## config.mk

```make
export PLATFORM = sky130hd
export DESIGN_NAME = axis_row_shifter
export DESIGN_NICKNAME = d
export VERILOG_FILES = /design/src/rtl/axis_row_shifter.sv
export SDC_FILE = /design/constraint.sdc
export NUM_CORES = 1
export LEC_CHECK = 0
export CAP_MARGIN = 20
export CORE_MARGIN = 10
export CORE_UTILIZATION = 41
export CTS_CLUSTER_DIAMETER = 60
export DETAILED_ROUTE_END_ITERATION = 10
export GPL_TIMING_DRIVEN = 0
export HOLD_SLACK_MARGIN = 0.15
export PLACE_DENSITY_LB_ADDON = 0.05
export SLEW_MARGIN = 20
export SYNTH_ARGS = -nofsm -noshare
export SYNTH_HDL_FRONTEND = slang
export SYNTH_SLANG_ARGS = --single-unit
```

## constraint.sdc

```tcl
create_clock -name aclk -period 2.03 [get_ports aclk]
set_clock_uncertainty 0.05 [all_clocks]
set_input_delay 0.3045 -clock aclk [delete_from_list [all_inputs] [get_ports aclk]]
set_output_delay 0.3045 -clock aclk [all_outputs]
set_load 0.02 [all_outputs]
```

## src/rtl/axis_row_shifter.sv

```systemverilog
// axis_row_shifter: takes one wide input beat of IN_WORDS words and emits
// kernel_h_1+1 output beats of CONV_UNITS words. Each one moves one word
// further along the input. Input beats are counted into channel groups, and
// the last output beat of each group carries tlast.
//
// Handshake: an AXI-Stream transfer happens on a rising aclk edge where both
// tvalid and tready are high. tvalid never depends on tready. tdata, tlast and
// tuser stay stable while tvalid is high and tready is low.
//
// Optional feature: define AXIS_ROW_SHIFTER_TUSER_EN to add the m_axis_tuser
// port. It carries {first-output-beat-of-group, shift index}.
module axis_row_shifter #(
    parameter int DATA_WIDTH          = 16,
    parameter int CONV_UNITS          = 8,
    parameter int KERNEL_H_MAX        = 3,
    parameter int CH_IN_COUNTER_WIDTH = 10,
    localparam int IN_WORDS           = CONV_UNITS + KERNEL_H_MAX - 1,
    localparam int KH_W               = (KERNEL_H_MAX > 1) ? $clog2(KERNEL_H_MAX) : 1
) (
    input  logic                              aclk,
    input  logic                              areset,
    input  logic [KH_W-1:0]                   kernel_h_1,
    input  logic [CH_IN_COUNTER_WIDTH-1:0]    im_channels_in_1,
    input  logic [DATA_WIDTH*IN_WORDS-1:0]    s_axis_tdata,
    input  logic                              s_axis_tvalid,
    output logic                              s_axis_tready,
    output logic [DATA_WIDTH*CONV_UNITS-1:0]  m_axis_tdata,
    output logic                              m_axis_tvalid,
    input  logic                              m_axis_tready,
    output logic                              m_axis_tlast
`ifdef AXIS_ROW_SHIFTER_TUSER_EN
    ,
    output logic [KH_W:0]                     m_axis_tuser
`endif
);

    localparam logic [KH_W-1:0] KH_MAX_1 = KH_W'(KERNEL_H_MAX - 1);

    typedef enum logic {
        IDLE  = 1'b0,
        SHIFT = 1'b1
    } state_t;

    state_t                           state, state_n;
    logic [KH_W-1:0]                  sh, sh_n;
    logic [KH_W-1:0]                  kh_lat, kh_lat_n;
    logic [CH_IN_COUNTER_WIDTH-1:0]   ch_lat, ch_lat_n;
    logic [CH_IN_COUNTER_WIDTH-1:0]   ch_cnt, ch_cnt_n;
    logic [DATA_WIDTH*IN_WORDS-1:0]   data_q, data_n;
    logic                             s_ready_c;
    logic                             accept;
    logic                             out_hs;
    logic                             last_shift;
    logic                             group_end;

    // State register. Reset drops any held beat and any partial group.
    always_ff @(posedge aclk) begin
        if (areset) begin
            state  <= IDLE;
            sh     <= '0;
            kh_lat <= KH_MAX_1;
            ch_lat <= '0;
            ch_cnt <= '0;
            data_q <= '0;
        end else begin
            state  <= state_n;
            sh     <= sh_n;
            kh_lat <= kh_lat_n;
            ch_lat <= ch_lat_n;
            ch_cnt <= ch_cnt_n;
            data_q <= data_n;
        end
    end

    // Next-state logic: shift on each output handshake. On the last shift,
    // either reload from the input (no bubble) or fall back to IDLE.
    always_comb begin
        state_n    = state;
        sh_n       = sh;
        kh_lat_n   = kh_lat;
        ch_lat_n   = ch_lat;
        ch_cnt_n   = ch_cnt;
        data_n     = data_q;
        s_ready_c  = 1'b0;
        last_shift = (sh == kh_lat);
        out_hs     = (state == SHIFT) && m_axis_tready;

        case (state)
            IDLE: begin
                s_ready_c = 1'b1;
            end
            SHIFT: begin
                s_ready_c = m_axis_tready && last_shift;
                if (out_hs) begin
                    if (!last_shift) begin
                        sh_n   = sh + KH_W'(1);
                        data_n = data_q >> DATA_WIDTH;
                    end else begin
                        ch_cnt_n = (ch_cnt == ch_lat) ? '0 : ch_cnt + CH_IN_COUNTER_WIDTH'(1);
                        state_n  = IDLE;
                        sh_n     = '0;
                    end
                end
            end
            default: begin
                state_n = IDLE;
            end
        endcase

        accept = s_ready_c && s_axis_tvalid;
        if (accept) begin
            state_n = SHIFT;
            sh_n    = '0;
            data_n  = s_axis_tdata;
            // The count already reflects any group end in this same cycle,
            // so a count of zero here marks the first beat of a new group.
            if (ch_cnt_n == '0) begin
                kh_lat_n = (kernel_h_1 > KH_MAX_1) ? KH_MAX_1 : kernel_h_1;
                ch_lat_n = im_channels_in_1;
            end
        end
    end

    assign group_end     = (ch_cnt == ch_lat);
    assign s_axis_tready = s_ready_c && !areset;
    assign m_axis_tvalid = (state == SHIFT);
    assign m_axis_tdata  = data_q[DATA_WIDTH*CONV_UNITS-1:0];
    assign m_axis_tlast  = (state == SHIFT) && (sh == kh_lat) && group_end;

`ifdef AXIS_ROW_SHIFTER_TUSER_EN
    assign m_axis_tuser = (state == SHIFT) ? {(ch_cnt == '0) && (sh == '0), sh} : '0;
`endif

endmodule
```

=== Word-level counts from Yosys, hierarchy flattened ===
Cells that the tools add are included.

* Input port bits: 176
* Output and inout port bits: 131
* Register bits after elaboration: 185
* Word-level logic and storage cells: 42

* Order comparisons: 1
* Bitwise gates (word level): 1
* Add/sub/neg operators: 2
* Reduce and logical (&&, ||, !) cells: 14
* Equal/unequal tests: 3
* Mux-type cells: 15

{| class="wikitable"
|+ Operator list
! cell !! number
|-
| two-way mux 160 bit || 4
|-
| two-way mux 10 bit || 4
|-
| adder 10 x 1 -> 10 bit (second input constant) || 1
|-
| == test 10 bit || 1
|-
| logical NOT 10 bit || 1
|-
| logical AND 1 bit || 6
|-
| two-way mux 1 bit || 4
|-
| two-way mux 2 bit || 2
|-
| AND reduction 2 bit || 2
|-
| nonzero test 2 bit || 2
|-
| AND reduction 3 bit || 1
|-
| adder 2 x 1 -> 2 bit (second input constant) || 1
|-
| == test 2 bit || 1
|-
| > comparator 2 bit (second input constant) || 1
|-
| inequality test 2 bit (second input constant) || 1
|-
| one-hot mux 1 bit (2 select lines) || 1
|-
| OR reduction 2 bit || 1
|-
| logical NOT 1 bit || 1
|-
| NOT 1 bit || 1
|}

=== Longest topological paths before layout ===
Gate-level depths: netlist of the first run.

* Word-level depth: 7
* Depth in mapped cells: 9
* Gate-level depth less buffers: 6

=== Worst setup path before layout of the first run ===
Ideal clock, no wire load.

* Path kind: register to register
* Start point: register state (netlist: m_axis_tvalid)
* End point: register ch_lat[2]
* Arrival: 1,995 ps
* Clock period less this slack: 2,107 ps
* Setup time: 62 ps
* Data required time: 1,918 ps
* Buffers on the path: 1
* Path slack: -77 ps
* Stages on the path, launching flop included: 8
* Cell sequence: dfxtp_1 -> and2_1 -> nand4_4 -> o31ai_4 -> nand4_2 -> buf_6 -> or4_1 -> nand3_1

* Word-level cells in the longest chain between the ends: 5
* Elaborated cells between the ends (all ways): 8
* Those cells by class: 3 x mux; 1 x bitwise; 4 x reduce/logical

{| class="wikitable"
|+ Ends and longest elaborated chain
! what !! RTL line !! source
|-
| start: declaration || 44 || <nowiki>state_t state, state_n;</nowiki>
|-
| start signal: assignment || 66 || <nowiki>state <= state_n;</nowiki>
|-
| logical AND 1 bit || 86 || <nowiki>out_hs = (state == SHIFT) && m_axis_tready;</nowiki>
|-
| two-way mux 10 bit || 94 || <nowiki>if (out_hs) begin</nowiki>
|-
| two-way mux 10 bit || 88 || <nowiki>case (state)</nowiki>
|-
| logical NOT 10 bit || 117 || <nowiki>if (ch_cnt_n == '0) begin</nowiki>
|-
| AND reduction 2 bit (no line) (*) || n/a ||
|-
| end signal: assignment || 69 || <nowiki>ch_lat <= ch_lat_n;</nowiki>
|-
| end: declaration || 47 || <nowiki>logic [CH_IN_COUNTER_WIDTH-1:0] ch_lat, ch_lat_n;</nowiki>
|}

Mark *: on every way between the ends. The rest lies on a longest branch, timed or not.
A chain may end at the register's enable or synchronous reset.

=== Worst setup path after layout of the first run ===
* Start point: register ch_cnt[6]
* End point: output port m_axis_tlast

* Word-level cells in the longest chain between the ends: 2

{| class="wikitable"
|+ Ends and longest elaborated chain
! what !! RTL line !! source
|-
| start: declaration || 48 || <nowiki>logic [CH_IN_COUNTER_WIDTH-1:0] ch_cnt, ch_cnt_n;</nowiki>
|-
| start signal: assignment || 70 || <nowiki>ch_cnt <= ch_cnt_n;</nowiki>
|-
| == test 10 bit || 124 || <nowiki>assign group_end = (ch_cnt == ch_lat);</nowiki>
|-
| logical AND 1 bit || 128 || <nowiki>assign m_axis_tlast = (state == SHIFT) && (sh == kh_lat) && group_end;</nowiki>
|-
| end: declaration || 30 || <nowiki>output logic m_axis_tlast</nowiki>
|}

No other way between the ends.

==> metrics.md, run 1 <==
| Metric | Value |
|---|---|
| Status | complete, but fails checks |
| Failing checks | negative setup slack |
| Initial Util | 42.0% |
| Routed wire length | 35.0 mm |
| Clock sinks | 185 |
| Reg area | 3740 sq um |
| First-pass GRT wire length | 52.2 mm |
| Final Max Slew Viols | 0 |
| IO Pins | 307 |
| DIE HEIGHT | 167 microns |
| Slew margin rel. | 56.6% |
| Final setup margin | -0.273 ns |
| Clock Tree Root | clkbuf_16 |
| HP Class | in2reg |
| Vias in the first global route | 8,883 |
| Post-layout min period | 2.30 ns |
| Largest net degree at the start of global routing | 19 |
| Post-synth cell types | 47 |
| Die Area | 28,000 sq um |
| GR Util All Layers | 23.3% |
| Clock tree buffer depth | 2 |
| Startpoint Class | flip-flop |
| Initial DRC count | 714 |
| Slew @ Worst Pin | 0.652 ns |
| Synthesized area | 8880 sq um |
| CTS tree | done |
| Drt drc | 0 |
| Max-Cap Viols | 0 |
| Peak VDD IR | 0.000592 V |
| Die width | 167 microns |
| Critical path class | reg2out |
| Rows | 53 |
| Avg WL per Cell | 20.3 microns |
| Post-DP HPWL | 26.7 mm |
| RSZ-0062 raised after global routing | yes |
| Final Cycle Share | 113% |
| P per Cell Area | 720 nW/um^2 |
| Mapped Cells | 1,094 |
| Setup TNS | -2.62 ns |
| Worst-path clk slew | 0.07 ns |
| Grt ovf | 0 |
| Fin util | 64.0% |
| Leakage | 5.16 nW |
| Worst-Skew Late Latency | 0.44 ns |
| Ys flop type | dfxtp_1 |
| Routed vias/inst | 5.35 |
| Post-CTS Hold Fix Bufs | 0 |
| Mean post-synth cell area | 8.12 sq um |
| FFs w/ async S/R, synth | 0% |
| Vias | 9,222 |
| Endpoints failing hold | 0 |
| P&R area growth vs syn | 52.4% |
| Placed insts | 1,675 |
| Non-filler cells, final | 1,725 |
| GPL Wtd Cong | 0.862 |
| CTS buffer count | 17 |
| Seq cells post-synth | 185 |
| Required @ worst endpoint | 1.68 ns |
| Syn nets | 1,271 |
| Routed Antenna Nets | 0 |
| Sequential-to-total area share from yosys stat | 41.7% |
| H-tree depth | 4 |
| Fmax achieved | 0.434 GHz |
| Port bufs | 306 |
| # fillers | 1,862 |
| Post-synth EDFFs | 0 |
| Initial antenna violation count | 4 |
| Core box area | 21,200 sq um |
| Worst path arrival time | 1.95 ns |
| Ys Warns | 0 |
| DR pass1 iterations | 7 |
| Layout cell share with drive strength beyond 1 | 21.7% |
| Worst reg2reg setup slack | -0.25 ns |
| Final setup fails | 13 |
| Multi-input gate area | 4130 sq um |
| # nets final | 1,612 |
| Worst setup EP type | output port |
| Worst Path Max Fanout | 7 |
worst max-delay path, cell delays in order, from the launching register on:
cell	delay (ns)
dfxtp_4	0.37
xor2_1	0.15
nor4_2	0.34
nor3b_4	0.31
and3_4	0.23
buf_6	0.11
flip-flops by register name, summed over array words and instances, names as in the netlist:
register,cells
kh_lat,2
sh,2
m_axis_tvalid,1
data_q,160
ch_cnt,10
ch_lat,10
final cells by class:
class	instances	area share, %
Tap cell	275	2.54
Sequential cell	185	27.6
Multi-Input combinational cell	689	30.5
Timing Repair Buffer	323	23.6
Antenna cell	2	0.0370
Clock buffer	17	3.14
Inverter	4	0.111
Clock inverter	15	1.15
Buffer	215	11.3
kinds of logic after synthesis:
| group | synth area share (%) |
|---|---|
| flip-flops | 41.7 |
| AND/OR/NAND/NOR | 17.6 |
| AO/OA/AOI/OAI | 23.0 |
| adder cells (fa/ha/maj) | 0.141 |
| multiplexers | 0.338 |
| buffers and inverters | 15.1 |
| XOR/XNOR | 2.04 |
layout by cell type, fill, tap and decap left out, drive strengths merged, types with 2 or more instances in the layout:
master and n:
a211oi 2, a21oi 136, a22oi 113, a311oi 32
a31oi 11, and2 2, and3 6, buf 174
clkbuf 77, clkdlybuf4s50 303, clkinv 3, clkinvlp 3
dfxtp 185, diode 2, inv 12, mux2i 3
nand2 213, nand3 30, nand4 5, nor2 49
nor2b 12, nor3 12, o211ai 11, o21ai 5
or3 5, or4 11, xnor2 13, xor2 6
stage by stage:
step	instance area (sq um)	power (mW)	hold WS (ns)	setup slack (ns)
2_1_floorplan	8890	5.26	0.375	0.00676
3_5_place_dp	12300	6.32	0.402	-1.02
5_1_grt	13500	10.1	0.359	-0.378
3_3_place_gp	12300	6.29	0.402	-1.03
6_report	13500	9.75	0.361	-0.273
4_1_cts	13200	9.70	0.347	-0.274
repair_timing:
| action | 4_1_cts | 5_1_grt |
|---|---|---|
| setup endpoints to repair | 184 | 180 |
| gates resized for setup | 112 | 108 |
| cloned | 3 | 0 |
| pin swaps | 29 | 16 |
| setup buffers | 9 | 5 |
where the power goes:
part	internal [mW]	total (mW)	switching (mW)
registers	3.87	4.09	0.219
clock network	1.74	3.36	1.62
logic	1.21	2.30	1.09
total	6.83	9.75	2.93
path summary, 6_finish.rpt:
path,endpoint,cells after the start,startpoint
worst max-delay path,m_axis_tlast,5,ch_cnt[6]
worst max register to register,ch_lat[2],7,kh_lat[1]
worst min-delay path,data_q[150],3,s_axis_tdata[150]
worst min register to register,data_q[138],2,data_q[138]
synthesized netlist by cell type (12+ instances only):
library cell / count / area, sq um
nor2_1: 47 / 176
clkbuf_1: 62 / 233
a22oi_1: 113 / 848
a311oi_1: 32 / 280
dfxtp_1: 185 / 3700
buf_4: 129 / 968
nor2b_1: 12 / 75.1
nand3_1: 30 / 150
nand2_1: 213 / 800
a21oi_1: 136 / 681
buf_2: 21 / 105
per-layer routing:
layer | routed length [microns] | track usage [%]
met4 | 508 | 5.98
met2 | 16400 | 37.9
met5 | 13 | 0
met1 | 15300 | 30.0
met3 | 2730 | 6.23
(Power assumes the default switching activity.)
==> run 2: changes to the inputs <==
--- a/config.mk
+++ b/config.mk
@@ -7,7 +7,7 @@
 export LEC_CHECK = 0
 export CAP_MARGIN = 20
 export CORE_MARGIN = 10
-export CORE_UTILIZATION = 41
+export CORE_UTILIZATION = 40
 export CTS_CLUSTER_DIAMETER = 60
 export DETAILED_ROUTE_END_ITERATION = 10
 export GPL_TIMING_DRIVEN = 0
==> constraint.sdc (replaced) <==
create_clock -name aclk -period 2.3 [get_ports aclk]
set_clock_uncertainty 0.05 [all_clocks]
set_input_delay 0.345 -clock aclk [delete_from_list [all_inputs] [get_ports aclk]]
set_output_delay 0.345 -clock aclk [all_outputs]
set_load 0.02 [all_outputs]
==> metrics.md, run 2 (synthesized netlist as in run 1, its figures left out) <==
| Metric | Value |
|---|---|
| Status | finished clean |
| CTS buffer count | 17 |
| Non-filler cells, final | 1,722 |
| Port bufs | 306 |
| Vias in the first global route | 8,977 |
| Worst reg2reg setup slack | 0.07 ns |
| RSZ-0062 raised after global routing | yes |
| Setup TNS | 0 ns |
| Worst Reg-to-Reg Cells | 7 |
| DR pass1 iterations | 5 |
| Most common cell on crit path | buf_6 |
| Fmax achieved | 0.441 GHz |
| HP Class | in2reg |
| CP Buf/Inv Count | 2 |
| Initial antenna violation count | 4 |
| RR Endpoint | ch_lat[2] |
| Most frequent cells in the layout | clkdlybuf4s50_1 (303), nand2_1 (212), dfxtp_1 (174), buf_4 (137), a21oi_1 (136) |
| Avg WL per Cell | 20.0 microns |
| Layout cell share with drive strength beyond 1 | 17.7% |
| IO Pins | 307 |
| Top Usage Layer GRT | met2 |
| Startpoint Class | flip-flop |
| Routed Antenna Nets | 0 |
| # nets final | 1,601 |
| Placed insts | 1,680 |
| Max stage delay on crit path | 0.34 ns |
| Peak VDD IR | 0.000433 V |
| Hold Path Cell Cnt | 4 |
| Worst path arrival time | 1.87 ns |
| Met1 Use GR | 29.0% |
| Reg with most FFs | data_q |
| Critical path class | reg2out |
| Initial Util | 40.7% |
| Cell Chain, Critical Path | buf_6, xor2_2, nor4_2, nor3b_2, and3_1, buf_6 |
| P per Cell Area | 648 nW/um^2 |
| Endpoints failing hold | 0 |
| Post-layout min period | 2.27 ns |
| CP delay by family, top | simple AND/OR/NAND/NOR gates |
| Fin util | 60.0% |
| Rows | 54 |
| Worst-path clk slew | 0.07 ns |
| Drt drc | 0 |
| Core box area | 21,800 sq um |
| Worst-Skew Late Latency | 0.42 ns |
| Vias | 9,080 |
| Post-DP HPWL | 26.7 mm |
| Met3 usage | 6.62% |
| Slew @ Worst Pin | 0.655 ns |
| Slew margin rel. | 56.4% |
| GPL Wtd Cong | 0.880 |
| Die Area | 28,600 sq um |
| Hold endpoint | m_axis_tvalid |
| Fin Hold WS | 0.362 ns |
| P&R area growth vs syn | 47.4% |
| Max-Cap Viols | 0 |
| Grt ovf | 0 |
| Clock sinks | 185 |
| Worst setup EP type | output port |
| Final Max Slew Viols | 0 |
| Max FFs per register | 160 |
| Largest registers | data_q (160), ch_cnt (10), ch_lat (10) |
| CTS tree | done |
| Final setup margin | 0.0302 ns |
| Required @ worst endpoint | 1.90 ns |
| Place WS | -0.834 ns |
| Largest net degree at the start of global routing | 20 |
| GRT met2 Usage | 36.6% |
| Post-route cell area | 13,100 sq um |
| First-pass GRT wire length | 51.6 mm |
| Total design power | 8.49 mW |
| Clock Tree Root | clkbuf_16 |
| Post-CTS Hold Fix Bufs | 0 |
| Die width | 169 microns |
| Slowest-stage cell, CP | dfxtp_2 |
| Final Cycle Share | 98.7% |
| Most common cell after layout, fill and taps aside | clkdlybuf4s50_1 |
| RR Startpoint | kh_lat[0] |
| Routed wire length | 34.4 mm |
| Clock tree buffer depth | 2 |
| Initial DRC count | 690 |
| HP Start | m_axis_tready |
| Leakage | 4.97 nW |
| Final setup fails | 0 |
| DIE HEIGHT | 169 microns |
| GR Util All Layers | 22.8% |
| Routed vias/inst | 5.27 |
| Placement Cell Area | 12,300 sq um |
| H-tree depth | 4 |
| Worst Path Max Fanout | 5 |
==> run 2: worst max-delay path by stage <==
stage / startpoint / endpoint / slack, ns / depth (start not counted)
2_1_floorplan: m_axis_tvalid / ch_lat[2] / 0.19 / 7
6_report: ch_cnt[0] / m_axis_tlast / 0.03 / 6
4_1_cts: sh[0] / data_q[153] / 0.003 / 6
3_5_place_dp: areset / s_axis_tready / -0.83 / 5
3_3_place_gp: areset / s_axis_tready / -0.84 / 5
5_1_grt: kh_lat[0] / data_q[17] / -0.04 / 7
==> run 2: worst register-to-register path: cells and delay by family, from the launching register on <==
| family | cells | cell delay [ns] |
|---|---|---|
| multiplexers | 1 | 0.15 |
| buffers and inverters | 1 | 0.20 |
| AND/OR/NAND/NOR | 4 | 1.18 |
| flip-flops | 1 | 0.37 |
| XOR/XNOR | 1 | 0.23 |
==> run 2: layer usage <==
layer	wire length [microns]	share of wire, %	vias up
li1	-	-	4404
met4	644	1.9	0
met2	16200	47	352
met1	14700	43	4292
met3	2780	8.1	32
met5	0	0	-
==> run 2: area by class of cell <==
cell class / instances / area [sq um]
multi-input combinational: 689 / 3920
sequential: 185 / 3730
clock inverter: 13 / 136
clock buffer: 19 / 443
inverter: 4 / 15.0
antenna: 5 / 12.5
timing repair buffer: 313 / 3120
tap: 280 / 350
buffer: 214 / 1380
fill: 2032 / 8730
==> run 2: report_power, final <==
group          internal (mW)  switching (mW)
Sequential              3.42           0.193
Clock                   1.56            1.39
Combinational          0.998           0.927
Total                   5.98            2.51
==> run 2: timing repair <==
| item | 4_1_cts | 5_1_grt |
|---|---|---|
| resized for setup | 34 | 59 |
| buffers inserted | 3 | 4 |
| endpoints found under the setup margin | 134 | 158 |
| endpoints found under the hold margin | 0 | 0 |
| pin swaps | 1 | 7 |
==> run 3: changes to the inputs <==
--- a/config.mk
+++ b/config.mk
@@ -7,12 +7,13 @@
 export LEC_CHECK = 0
 export CAP_MARGIN = 20
 export CORE_MARGIN = 10
-export CORE_UTILIZATION = 40
+export CORE_UTILIZATION = 46
 export CTS_CLUSTER_DIAMETER = 60
 export DETAILED_ROUTE_END_ITERATION = 10
 export GPL_TIMING_DRIVEN = 0
 export HOLD_SLACK_MARGIN = 0.15
 export PLACE_DENSITY_LB_ADDON = 0.05
+export SETUP_SLACK_MARGIN = 0.05
 export SLEW_MARGIN = 20
 export SYNTH_ARGS = -nofsm -noshare
 export SYNTH_HDL_FRONTEND = slang
==> metrics.md, run 3 (synthesized netlist as in run 1, its figures left out) <==
| Metric | Value |
|---|---|
| Status | complete, but fails checks |
| Failing checks | negative setup slack |
| Worst Setup SP | ch_cnt[0] |
| CP Buf/Inv Count | 2 |
| Vias | 9,214 |
| H-tree depth | 4 |
| Worst Reg-to-Reg Cells | 7 |
| Routed Antenna Nets | 0 |
| HP Start | s_axis_tdata[150] |
| Endpoints failing hold | 0 |
| Core box area | 18,800 sq um |
| Die width | 159 microns |
| Fin Hold WS | 0.401 ns |
| # nets final | 1,604 |
| Final Cycle Share | 101% |
| P per Cell Area | 664 nW/um^2 |
| Vias in the first global route | 8,994 |
| RR Startpoint | ch_cnt[3] |
| Clock sinks | 185 |
| Leakage | 4.99 nW |
| Switching part of the total | 28.8% |
| Layout cell share with drive strength beyond 1 | 17.8% |
| Post-DP HPWL | 26.2 mm |
| Required @ worst endpoint | 1.90 ns |
| DIE HEIGHT | 159 microns |
| Max-Cap Viols | 0 |
| Worst setup EP type | output port |
| Peak VDD IR | 0.000563 V |
| Post-route cell area | 13,100 sq um |
| Final setup fails | 1 |
| Grt ovf | 0 |
| Post-layout min period | 2.32 ns |
| Clock Tree Root | clkbuf_16 |
| Worst setup path endpoint | m_axis_tlast |
| Max FFs per register | 160 |
| Critical path class | reg2out |
| RR Endpoint | ch_lat[2] |
| Drt drc | 0 |
| Place WS | -0.786 ns |
| RSZ-0062 raised after global routing | yes |
| Worst reg2reg setup slack | 0.04 ns |
| Non-filler cells, final | 1,706 |
| Worst path arrival time | 1.93 ns |
| CTS tree | done |
| Switching pwr | 2.52 mW |
| Cell Chain, Critical Path | buf_6, xor2_1, nor4_2, nor3b_4, and3_4, buf_6 |
| CTS buffer count | 17 |
| Initial DRC count | 612 |
| Combinational share of power | 22.3% |
| Fin util | 69.8% |
| Port bufs | 306 |
| Slowest-stage cell, CP | dfxtp_2 |
| Die Area | 25,300 sq um |
| Routed wire length | 33.9 mm |
| Initial antenna violation count | 6 |
| Startpoint Class | flip-flop |
| GPL Wtd Cong | 0.925 |
| Int Power | 6.21 mW |
| P&R area growth vs syn | 47.9% |
| Clk pwr share | 36.3% |
| Largest registers | data_q (160), ch_cnt (10), ch_lat (10) |
| Worst Path Max Fanout | 6 |
| First-pass GRT wire length | 51.6 mm |
| Slew @ Worst Pin | 0.638 ns |
| Rows | 50 |
| DR pass1 iterations | 5 |
| CP delay by family, top | simple AND/OR/NAND/NOR gates |
| Final Max Slew Viols | 0 |
| Worst-path clk slew | 0.07 ns |
| Worst-Skew Late Latency | 0.44 ns |
| Most common cell on crit path | buf_6 |
| Slew margin rel. | 57.5% |
| Fmax achieved | 0.430 GHz |
| Post-CTS Hold Fix Bufs | 0 |
| Reg with most FFs | data_q |
| Max stage delay on crit path | 0.33 ns |
| Seq pwr share | 41.4% |
| HP Class | in2reg |
| Most frequent cells in the layout | clkdlybuf4s50_1 (303), nand2_1 (213), dfxtp_1 (175), buf_4 (137), a21oi_1 (136) |
| Final setup margin | -0.0245 ns |
| Most common cell after layout, fill and taps aside | clkdlybuf4s50_1 |
| # fillers | 1,602 |
| Avg WL per Cell | 19.8 microns |
| GR Util All Layers | 25.4% |
| Placement Cell Area | 12,300 sq um |
| Placed insts | 1,660 |
| Largest net degree at the start of global routing | 18 |
| IO Pins | 307 |
| Routed vias/inst | 5.40 |
| WP depth | 6 |
| Initial Util | 47.2% |
| Clock tree buffer depth | 2 |
==> run 3: cell count changes in the layout (fill, tap and decap cells not counted), moves of 2 or more <==
| cell | previous run | this run |
|---|---|---|
| clkbuf_2 | 29 | 25 |
| bufinv_16 | 1 | 3 |
| dfxtp_4 | 4 | 0 |
| clkbuf_4 | 3 | 7 |
| dfxtp_2 | 7 | 10 |
==> run 3: timing repair <==
item / 4_1_cts / 5_1_grt
setup endpoints to repair: 135 / 140
setup buffers: 2 / 6
cloned: 0 / 1
gates resized for setup: 46 / 47
pin swaps: 1 / 2
==> run 3: layout make-up <==
cell class                      instances  area [sq um]  area share (%)
Multi-Input combinational cell        690          3920            29.9
Clock buffer                           18           439            3.34
Tap cell                              260           325            2.48
Inverter                                4          15.0           0.114
Timing Repair Buffer                  314          3120            23.8
Antenna cell                            6          15.0           0.114
Clock inverter                         14           185            1.41
Buffer                                215          1400            10.6
Sequential cell                       185          3720            28.3
==> run 3: worst register-to-register path, stage by stage, from the launching register on <==
cell,delay [ns]
dfxtp_1,0.45
and3_4,0.25
nand4_4,0.19
o31ai_4,0.32
nand4_4,0.16
buf_6,0.17
or4_1,0.53
nand3_1,0.09
==> run 3: worst min path at each step <==
stage / to / slack, ns / cells after the start
CTS: data_q[150] / 0.40 / 3
finish: data_q[150] / 0.40 / 3
detailed placement: data_q[139] / 0.40 / 2
global route: data_q[144] / 0.40 / 3
global placement: data_q[139] / 0.40 / 2
floorplan: data_q[138] / 0.39 / 2
==> run 3: per-stage QoR <==
step	setup TNS [ns]	total power, mW
6_report	-0.0245	8.72
2_1_floorplan	0	4.64
5_1_grt	-0.818	9.04
3_5_place_dp	-50.32	5.56
4_1_cts	0	8.69
3_3_place_gp	-47.93	5.54
==> run 3: per-layer routing <==
layer	up-vias	global-route usage, %	wire length [microns]
met5	-	0	8
met4	2	8.72	691
met3	42	7.26	2690
met2	377	40.7	16000
met1	4388	32.1	14400
li1	4405	-	-
==> run 3: power by group through the flow <==
stage | Combinational, mW | Clock, mW | Sequential, mW
2_1_floorplan | 1.03 | 0 | 3.61
3_3_place_gp | 1.86 | 0 | 3.68
3_5_place_dp | 1.88 | 0 | 3.68
4_1_cts | 1.91 | 3.17 | 3.61
5_1_grt | 2.09 | 3.32 | 3.64
6_report | 1.95 | 3.16 | 3.61
